<file path="src/rtl/hazard_ctrl_if.sv">
// Handshake bundle between the pipeline datapath and the hazard controller.
// The datapath side is the master; the controller uses the slave modport.
interface hazard_ctrl_if #(
  parameter int CNT_W = 16
);
  logic             id_valid;
  logic [15:0]      id_instr;
  logic             ex_redirect;
  logic             mem_busy;
  logic             stall_if;
  logic             stall_id;
  logic             bubble_ex;
  logic             flush_id;
  logic [1:0]       fwd_a_sel;
  logic [1:0]       fwd_b_sel;
  logic [CNT_W-1:0] stall_cycles;
  logic [CNT_W-1:0] flush_count;

  modport master (
    output id_valid, id_instr, ex_redirect, mem_busy,
    input  stall_if, stall_id, bubble_ex, flush_id,
    input  fwd_a_sel, fwd_b_sel, stall_cycles, flush_count
  );

  modport slave (
    input  id_valid, id_instr, ex_redirect, mem_busy,
    output stall_if, stall_id, bubble_ex, flush_id,
    output fwd_a_sel, fwd_b_sel, stall_cycles, flush_count
  );
endinterface

</file>
<file path="src/rtl/hazard_ctrl.sv">
// Hazard controller for the 5-stage 16-bit pipeline: decodes ID, tracks in-flight
// destinations in EX/MEM/WB shadow slots and drives stall, bubble, flush and forwarding.
module hazard_ctrl #(
  parameter int CNT_W   = 16,
  parameter bit R0_ZERO = 1'b1
) (
  input  logic           clk,
  input  logic           reset,
  hazard_ctrl_if.slave   hz
);

  typedef struct packed {
    logic       valid;
    logic [2:0] dst;
    logic       is_load;
  } slot_t;

  slot_t            ex_slot, mem_slot, wb_slot, id_slot;
  logic             rd_a, rd_b, wr, is_load, is_jump;
  logic [2:0]       src_a, src_b, dst;
  logic             load_use, redirect;
  logic [1:0]       fwd_a_next, fwd_b_next;
  logic [1:0]       fwd_a_q, fwd_b_q;
  logic [CNT_W-1:0] stall_cnt, flush_cnt;

  // Decode the ID instruction into its register reads/write; r0 is filtered here
  always_comb begin
    rd_a    = 1'b0;
    rd_b    = 1'b0;
    wr      = 1'b0;
    is_load = 1'b0;
    is_jump = 1'b0;
    src_a   = hz.id_instr[11:9];
    src_b   = hz.id_instr[8:6];
    dst     = hz.id_instr[8:6];
    if (hz.id_valid) begin
      case (hz.id_instr[15:12])
        4'h0: begin
          rd_a  = 1'b1;
          rd_b  = 1'b1;
          wr    = 1'b1;
          src_a = hz.id_instr[8:6];
          src_b = hz.id_instr[5:3];
          dst   = hz.id_instr[11:9];
        end
        4'h1: is_jump = 1'b1;
        4'h2, 4'h3, 4'h4, 4'h5, 4'h6, 4'h7: begin
          rd_a = 1'b1;
          wr   = 1'b1;
        end
        4'h8: begin
          rd_a    = 1'b1;
          wr      = 1'b1;
          is_load = 1'b1;
        end
        4'h9, 4'hA, 4'hB: begin
          rd_a = 1'b1;
          rd_b = 1'b1;
        end
        default: ;
      endcase
    end
    if (R0_ZERO) begin
      if (dst == 3'd0)   wr   = 1'b0;
      if (src_a == 3'd0) rd_a = 1'b0;
      if (src_b == 3'd0) rd_b = 1'b0;
    end
  end

  always_comb begin
    id_slot.valid   = wr;
    id_slot.dst     = dst;
    id_slot.is_load = is_load;
    redirect = hz.ex_redirect && !hz.mem_busy;
    load_use = !hz.mem_busy && ex_slot.valid && ex_slot.is_load &&
               ((rd_a && ex_slot.dst == src_a) || (rd_b && ex_slot.dst == src_b));
  end

  // Nearer stage wins: EX producer forwards from MEM next cycle, MEM producer from WB
  always_comb begin
    fwd_a_next = 2'b00;
    fwd_b_next = 2'b00;
    if (rd_a && ex_slot.valid && ex_slot.dst == src_a)        fwd_a_next = 2'b01;
    else if (rd_a && mem_slot.valid && mem_slot.dst == src_a) fwd_a_next = 2'b10;
    if (rd_b && ex_slot.valid && ex_slot.dst == src_b)        fwd_b_next = 2'b01;
    else if (rd_b && mem_slot.valid && mem_slot.dst == src_b) fwd_b_next = 2'b10;
  end

  // Priority: mem_busy > redirect > load-use > jump
  always_comb begin
    hz.stall_if  = 1'b0;
    hz.stall_id  = 1'b0;
    hz.bubble_ex = 1'b0;
    hz.flush_id  = 1'b0;
    if (hz.mem_busy) begin
    end else if (redirect) begin
      hz.flush_id  = 1'b1;
      hz.bubble_ex = 1'b1;
    end else if (load_use) begin
      hz.stall_if  = 1'b1;
      hz.stall_id  = 1'b1;
      hz.bubble_ex = 1'b1;
    end else if (is_jump) begin
      hz.flush_id = 1'b1;
    end
  end

  always_ff @(posedge clk or posedge reset) begin
    if (reset) begin
      ex_slot   <= '0;
      mem_slot  <= '0;
      wb_slot   <= '0;
      fwd_a_q   <= 2'b00;
      fwd_b_q   <= 2'b00;
      stall_cnt <= '0;
      flush_cnt <= '0;
    end else if (!hz.mem_busy) begin
      wb_slot  <= mem_slot;
      mem_slot <= ex_slot;
      if (hz.bubble_ex) begin
        ex_slot <= '0;
        fwd_a_q <= 2'b00;
        fwd_b_q <= 2'b00;
      end else begin
        ex_slot <= id_slot;
        fwd_a_q <= fwd_a_next;
        fwd_b_q <= fwd_b_next;
      end
      if (hz.stall_if && !(&stall_cnt)) stall_cnt <= stall_cnt + 1'b1;
      if (hz.flush_id && !(&flush_cnt)) flush_cnt <= flush_cnt + 1'b1;
    end
  end

  assign hz.fwd_a_sel    = fwd_a_q;
  assign hz.fwd_b_sel    = fwd_b_q;
  assign hz.stall_cycles = stall_cnt;
  assign hz.flush_count  = flush_cnt;

endmodule
</file>
<file path="src/flat_wrapper.sv">
// flat-port wrapper written by rule: the top's interface ports become plain ports
module hazard_ctrl_flat 
#(
  parameter int CNT_W   = 16,
  parameter bit R0_ZERO = 1'b1
)
  (clk, reset, hz_id_valid, hz_id_instr, hz_ex_redirect, hz_mem_busy, hz_stall_if, hz_stall_id, hz_bubble_ex, hz_flush_id, hz_fwd_a_sel, hz_fwd_b_sel, hz_stall_cycles, hz_flush_count);
  hazard_ctrl_if #(.CNT_W(CNT_W)) hz_i ();
  input  logic clk;
  input  logic reset;
  input wire logic [$bits(hz_i.id_valid)-1:0] hz_id_valid;
  input wire logic [$bits(hz_i.id_instr)-1:0] hz_id_instr;
  input wire logic [$bits(hz_i.ex_redirect)-1:0] hz_ex_redirect;
  input wire logic [$bits(hz_i.mem_busy)-1:0] hz_mem_busy;
  output wire logic [$bits(hz_i.stall_if)-1:0] hz_stall_if;
  output wire logic [$bits(hz_i.stall_id)-1:0] hz_stall_id;
  output wire logic [$bits(hz_i.bubble_ex)-1:0] hz_bubble_ex;
  output wire logic [$bits(hz_i.flush_id)-1:0] hz_flush_id;
  output wire logic [$bits(hz_i.fwd_a_sel)-1:0] hz_fwd_a_sel;
  output wire logic [$bits(hz_i.fwd_b_sel)-1:0] hz_fwd_b_sel;
  output wire logic [$bits(hz_i.stall_cycles)-1:0] hz_stall_cycles;
  output wire logic [$bits(hz_i.flush_count)-1:0] hz_flush_count;
  assign hz_i.id_valid = hz_id_valid;
  assign hz_i.id_instr = hz_id_instr;
  assign hz_i.ex_redirect = hz_ex_redirect;
  assign hz_i.mem_busy = hz_mem_busy;
  assign hz_stall_if = hz_i.stall_if;
  assign hz_stall_id = hz_i.stall_id;
  assign hz_bubble_ex = hz_i.bubble_ex;
  assign hz_flush_id = hz_i.flush_id;
  assign hz_fwd_a_sel = hz_i.fwd_a_sel;
  assign hz_fwd_b_sel = hz_i.fwd_b_sel;
  assign hz_stall_cycles = hz_i.stall_cycles;
  assign hz_flush_count = hz_i.flush_count;
  hazard_ctrl #(.CNT_W(CNT_W), .R0_ZERO(R0_ZERO)) u_core (.clk(clk), .reset(reset), .hz(hz_i));
endmodule
</file>
<file path="config.mk">
export PLATFORM = sky130hd
export DESIGN_NAME = hazard_ctrl_flat
export DESIGN_NICKNAME = d
export VERILOG_FILES = /design/src/rtl/hazard_ctrl_if.sv /design/src/rtl/hazard_ctrl.sv /design/src/flat_wrapper.sv
export SDC_FILE = /design/constraint.sdc
export NUM_CORES = 1
export LEC_CHECK = 0
export CAP_MARGIN = 20
export CORE_UTILIZATION = 55
export CTS_CLUSTER_SIZE = 30
export DETAILED_ROUTE_END_ITERATION = 16
export PLACE_DENSITY = 0.86
export SYNTH_ARGS = -nofsm -noshare
export SYNTH_HDL_FRONTEND = slang
export SYNTH_SLANG_ARGS = --single-unit
</file>
<file path="constraint.sdc">
create_clock -name clk -period 4 [get_ports clk]
set_input_delay 0.4 -clock clk [delete_from_list [all_inputs] [get_ports clk]]
set_output_delay 0.4 -clock clk [all_outputs]
set_load 0.01 [all_outputs]
</file>
[Word level (Yosys, flattened, before mapping)]
Cells that the tools add are included.
Storage, ports and cells
  bits in registers: 45
  logic and storage cells: 93
  output and inout port bits: 40
  input bits: 21
Operators by class
  reduce and logical (&&, ||, !) cells: 31
  bitwise operators: 1
  add/subtract/negate cells: 2
  equal/unequal tests: 15
  muxes and demuxes: 35
Operators with widths (number)
  16-bit by 1-bit adder with 16-bit output, second input constant: 2
  16-bit AND reduction: 2
  1-bit two-way mux: 22
  3-bit two-way mux: 6
  4-bit by 3-bit equality test with 1-bit output, second input constant: 4
  4-bit equality test, second input constant: 4
  1-bit logical AND: 16
  3-bit equality test: 4
  2-bit two-way mux: 6
  11-bit OR reduction: 1
  3-bit zero test: 3
  4-bit by 2-bit equality test with 1-bit output, second input constant: 2
  8-bit OR reduction: 1
  5-bit two-way mux: 1
  4-bit by 1-bit equality test with 1-bit output, second input constant: 1
  4-bit zero test: 1
  2-bit AND reduction: 2
  4-bit OR reduction: 1
  1-bit zero test: 3
  1-bit logical OR: 1
  1-bit inverter: 1

[Logic depth before layout (Yosys ltp)]
  depth in word-level cells: 13
  depth in mapped cells: 9
  depth with buffers taken out: 8

[Worst setup path after synthesis]
OpenSTA, ideal clock, no wires.
  kind: in2out
  start point: in hz_id_instr[9]
  end point: out hz_stall_if
  required time: 3.600 ns
  path slack: 1.293 ns
  data arrival time: 2.307 ns
  stages: 8
  buffers on the path: 2
  cell sequence: buf_2 or3b_2 a211oi_2 o32a_1 nand2b_1 o22ai_4 nor3b_1 buf_4
On the way
  longest elaborated chain between the ends: 10
  elaborated cells between the ends (all ways): 11
  classes of those cells: eq/ne (1); mux (6); reduce/logical (4)
RTL lines
  start, declared: line flat_wrapper.sv:12  | input wire logic [$bits(hz_i.id_instr)-1:0] hz_id_instr;
  3-bit two-way mux: line hazard_ctrl.sv:37  | case (hz.id_instr[15:12])
  3-bit two-way mux *: line hazard_ctrl.sv:36  | if (hz.id_valid) begin
  3-bit zero test: line hazard_ctrl.sv:65  | if (src_a == 3'd0) rd_a = 1'b0;
  1-bit two-way mux: line hazard_ctrl.sv:65
  1-bit logical AND *: line hazard_ctrl.sv:76  | ((rd_a && ex_slot.dst == src_a) || (rd_b && ex_slot.dst == src_b));
  1-bit logical OR *: line hazard_ctrl.sv:76
  1-bit logical AND *: line hazard_ctrl.sv:75  | load_use = !hz.mem_busy && ex_slot.valid && ex_slot.is_load &&
  1-bit two-way mux * (3 in a row)
  end, declared: line flat_wrapper.sv:15  | output wire logic [$bits(hz_i.stall_if)-1:0] hz_stall_if;
Mark *: on every way between the ends. The rest lies on a longest branch, timed or not.

[Final worst setup path]
  start point: in hz_id_instr[12]
  end point: out hz_stall_id
On the way
  longest elaborated chain between the ends: 11
  elaborated cells between the ends (all ways): 34
  classes of those cells: eq/ne (12); mux (13); reduce/logical (9)
RTL lines
  4-bit equality test, or another cell as far along: line hazard_ctrl.sv:37
  11-bit OR reduction (no line), or another cell as far along
  1-bit two-way mux or 3-bit two-way mux (tied branches): line hazard_ctrl.sv:37, hazard_ctrl.sv:36
  1-bit two-way mux, or another cell as far along: line hazard_ctrl.sv:36
  1-bit two-way mux (on tied branches): line hazard_ctrl.sv:65, hazard_ctrl.sv:66
  1-bit logical AND: line hazard_ctrl.sv:76
  1-bit logical OR *: line hazard_ctrl.sv:76
  1-bit logical AND *: line hazard_ctrl.sv:75
  1-bit two-way mux *: line hazard_ctrl.sv:99  | end else if (load_use) begin
  1-bit two-way mux *: line hazard_ctrl.sv:96  | end else if (redirect) begin
  1-bit two-way mux *: line hazard_ctrl.sv:95  | if (hz.mem_busy) begin
  end, declared: line flat_wrapper.sv:16  | output wire logic [$bits(hz_i.stall_id)-1:0] hz_stall_id;
Marks and branches as above.

==> flow_metrics.tcl <==
set metrics [dict create \
    outcome "complete, no violations" \
    worstSetupStartpointType "input pin" \
    synth_top_area_cell "dfrtp_1" \
    p_comb_frac 0.208 \
    fin_crit_ps 3620 \
    ys_async_sr_fraction 1.00 \
    hold_path.class "reg -> reg" \
    layout.area.seq_um2 1130 \
    wl_per_cell_um 15.7 \
    std_cell_rows 25 \
    area_delta_synth_final_pct 26.4 \
    synth.most_common_cell "dfrtp_1" \
    cts_buffers 5 \
    crit_path_end_kind "primary output" \
    path_class "in -> out" \
    finalWorstSetupSlack_ps 376 \
    grt_usage 0.265 \
    multi_input_area_um2 1500 \
    cts_setup_buffers 0 \
    slew_headroom 0.622 \
    synth_common_cells "45 x dfrtp_1, 39 x nand2_1, 32 x xnor2_1, 19 x nand3_1, 16 x nor2_1" \
    netSwitchingFraction 0.284 \
    drt-total-wl_um 6330 \
    p_leak_nw 1.38 \
    synth-main-ff-cell "dfrtp_1" \
    drc 0 \
    nNetsFinal 358 \
    synth_top_area_frac 0.413 \
    p_total_mw 1.12 \
    dpl_cell_area_um2 3340 \
    rsz0062_at_grt "false" \
    pin_count 61 \
    die_h_um 72.4 \
    clk_latency_ps 310 \
    crit_path_max_fanout 8 \
    cts_hold_buf 0 \
    synth_edf_count 0 \
    ctsRootBufferMaster "clkbuf_8" \
    path_clk_slew_ps 80 \
    final_max_slew_viol_count 0 \
    vias 2352 \
    reg2reg_depth 6 \
    drive_gt1_frac 0.0923 \
    power_switching_mw 0.319 \
    synthesis.nets 305 \
    dieArea_um2 5240 \
    dr.pass1.iters 4 \
    placed_cells 395 \
    final-setup-viol-count 0 \
    place_congestion 0.858 \
    port_buffers 57 \
    p_int_mw 0.806 \
    dpl.hpwl_um 4530 \
    antenna_found_initial 0 \
    max_freq_mhz 276 \
    htreeDepth 2 \
    p_seq_frac 0.481 \
    power_density_nw_per_um2 326 \
    cts_max_path_buffers 2 \
    overflow 0 \
    drtIter0Drc 178 \
    cts_sinks 45 \
    netlist_area_um2 2730 \
    die_x_um 72.4 \
    post_cts_resized 0 \
    core_um2 4750 \
    cts_tree "done" \
    grt_pass1_vias 2302 \
    clkPwrFrac 0.311 \
    final_hold_viol_count 0 \
    finalCritPeriodShare 0.906 \
    final_area_um2 3450 \
    tns_ps 0 \
    synthTopCellsByArea "dfrtp_1 41%, xnor2_1 10%, nand2_1 5.4%" \
    fillers 377 \
    worstMarginPinSlew_ps 567 \
    cp.arrival_ps 3220 \
    final_cells 403 \
    antennaDiodeCount 0 \
    start_util 0.574 \
    synthCells 282 \
    drtAntennaViolNets 0 \
    ir_drop_mv 0.338 \
    dpl_worst_slack_ps 415 \
    skew_ps 12.1 \
    synth_area_per_cell_um2 9.67 \
    grt_pass1_wl_um 10700 \
    grt_max_degree 46 \
    yosysWarnings 0 \
    max_cap_viol_count 0 \
    synth.distinct_cells 60 \
    whs_path_depth 2 \
    yosysSeqAreaShare 0.413 \
    viasPerCell 5.84 \
    worst_ep_required_time_ps 3600 \
    synth_seq_cells 45 \
]
## worst max-delay path: stages
cell             delay (ps)
clkdlybuf4s50_1         530
or4b_4                  580
o22ai_1                 270
o32a_1                  210
nand2b_1                 90
o22ai_4                 230
nor3b_1                 320
clkdlybuf4s50_1         590
## layer usage
layer	global-route usage	part of all wire
met1	0.331	0.43
met2	0.444	0.48
met3	0.0639	0.061
met5	0	0
met4	0.105	0.031
## power by group through the flow
stage | registers [mW] | logic (mW) | clock network, mW
global placement | 0.548 | 0.226 | 0
global route | 0.549 | 0.256 | 0.366
finish | 0.542 | 0.234 | 0.349
detailed placement | 0.549 | 0.234 | 0
floorplan | 0.544 | 0.128 | 0
CTS | 0.541 | 0.236 | 0.353
## state kept, by name, summed over array words and instances (netlist names)
name                    count
u_core.hz.flush_count      16
u_core.hz.fwd_b_sel         2
u_core.ex_slot              5
u_core.hz.stall_cycles     16
u_core.mem_slot             4
u_core.hz.fwd_a_sel         2
## metrics by stage
stage          utilization  hold WS (ps)
5_1_grt              0.725           521
3_3_place_gp         0.702           469
4_1_cts              0.725           490
6_report             0.725           487
2_1_floorplan            -           458
3_5_place_dp         0.702           469
## path summary, 6_finish.rpt
check                      slack (ps)                         to                   start
setup / recovery                  380                hz_stall_id         hz_id_instr[12]
hold / removal                    490     u_core.hz.fwd_b_sel[1]  u_core.hz.fwd_b_sel[1]
setup reg to reg                 1620  u_core.hz.stall_cycles[1]       u_core.ex_slot[1]
hold reg to reg                   490     u_core.hz.fwd_b_sel[1]  u_core.hz.fwd_b_sel[1]
max in group asynchronous        3040         u_core.mem_slot[2]                   reset
min in group asynchronous         550  u_core.hz.stall_cycles[6]                   reset
## layout make-up
| cell class | instances | share of cell area |
|---|---|---|
| sequential | 45 | 0.327 |
| inverter | 4 | 0.00436 |
| timing repair buffer | 62 | 0.176 |
| clock buffer | 6 | 0.0211 |
| tap | 67 | 0.0243 |
| clock inverter | 2 | 0.0113 |
| multi-input combinational | 217 | 0.436 |
## cells by family after synthesis
group	synth area share
mux	0.0243
xor+xnor	0.135
simple gates	0.255
fa+ha+maj	0.00917
compound gates	0.128
flops	0.413
buf+inv	0.0362
## cells in the final DEF (no fill, tap or decap), types with 6 or more instances in the layout
cell	Yosys	routed
clkdlybuf4s50_1	0	57
dfrtp_1	45	45
nand2_1	39	39
xnor2_1	32	32
nand3_1	19	19
nor2_1	16	16
nand4_1	12	12
xor2_1	10	10
nor3_1	6	6
No activity file was read; power rests on OpenSTA's default activity.
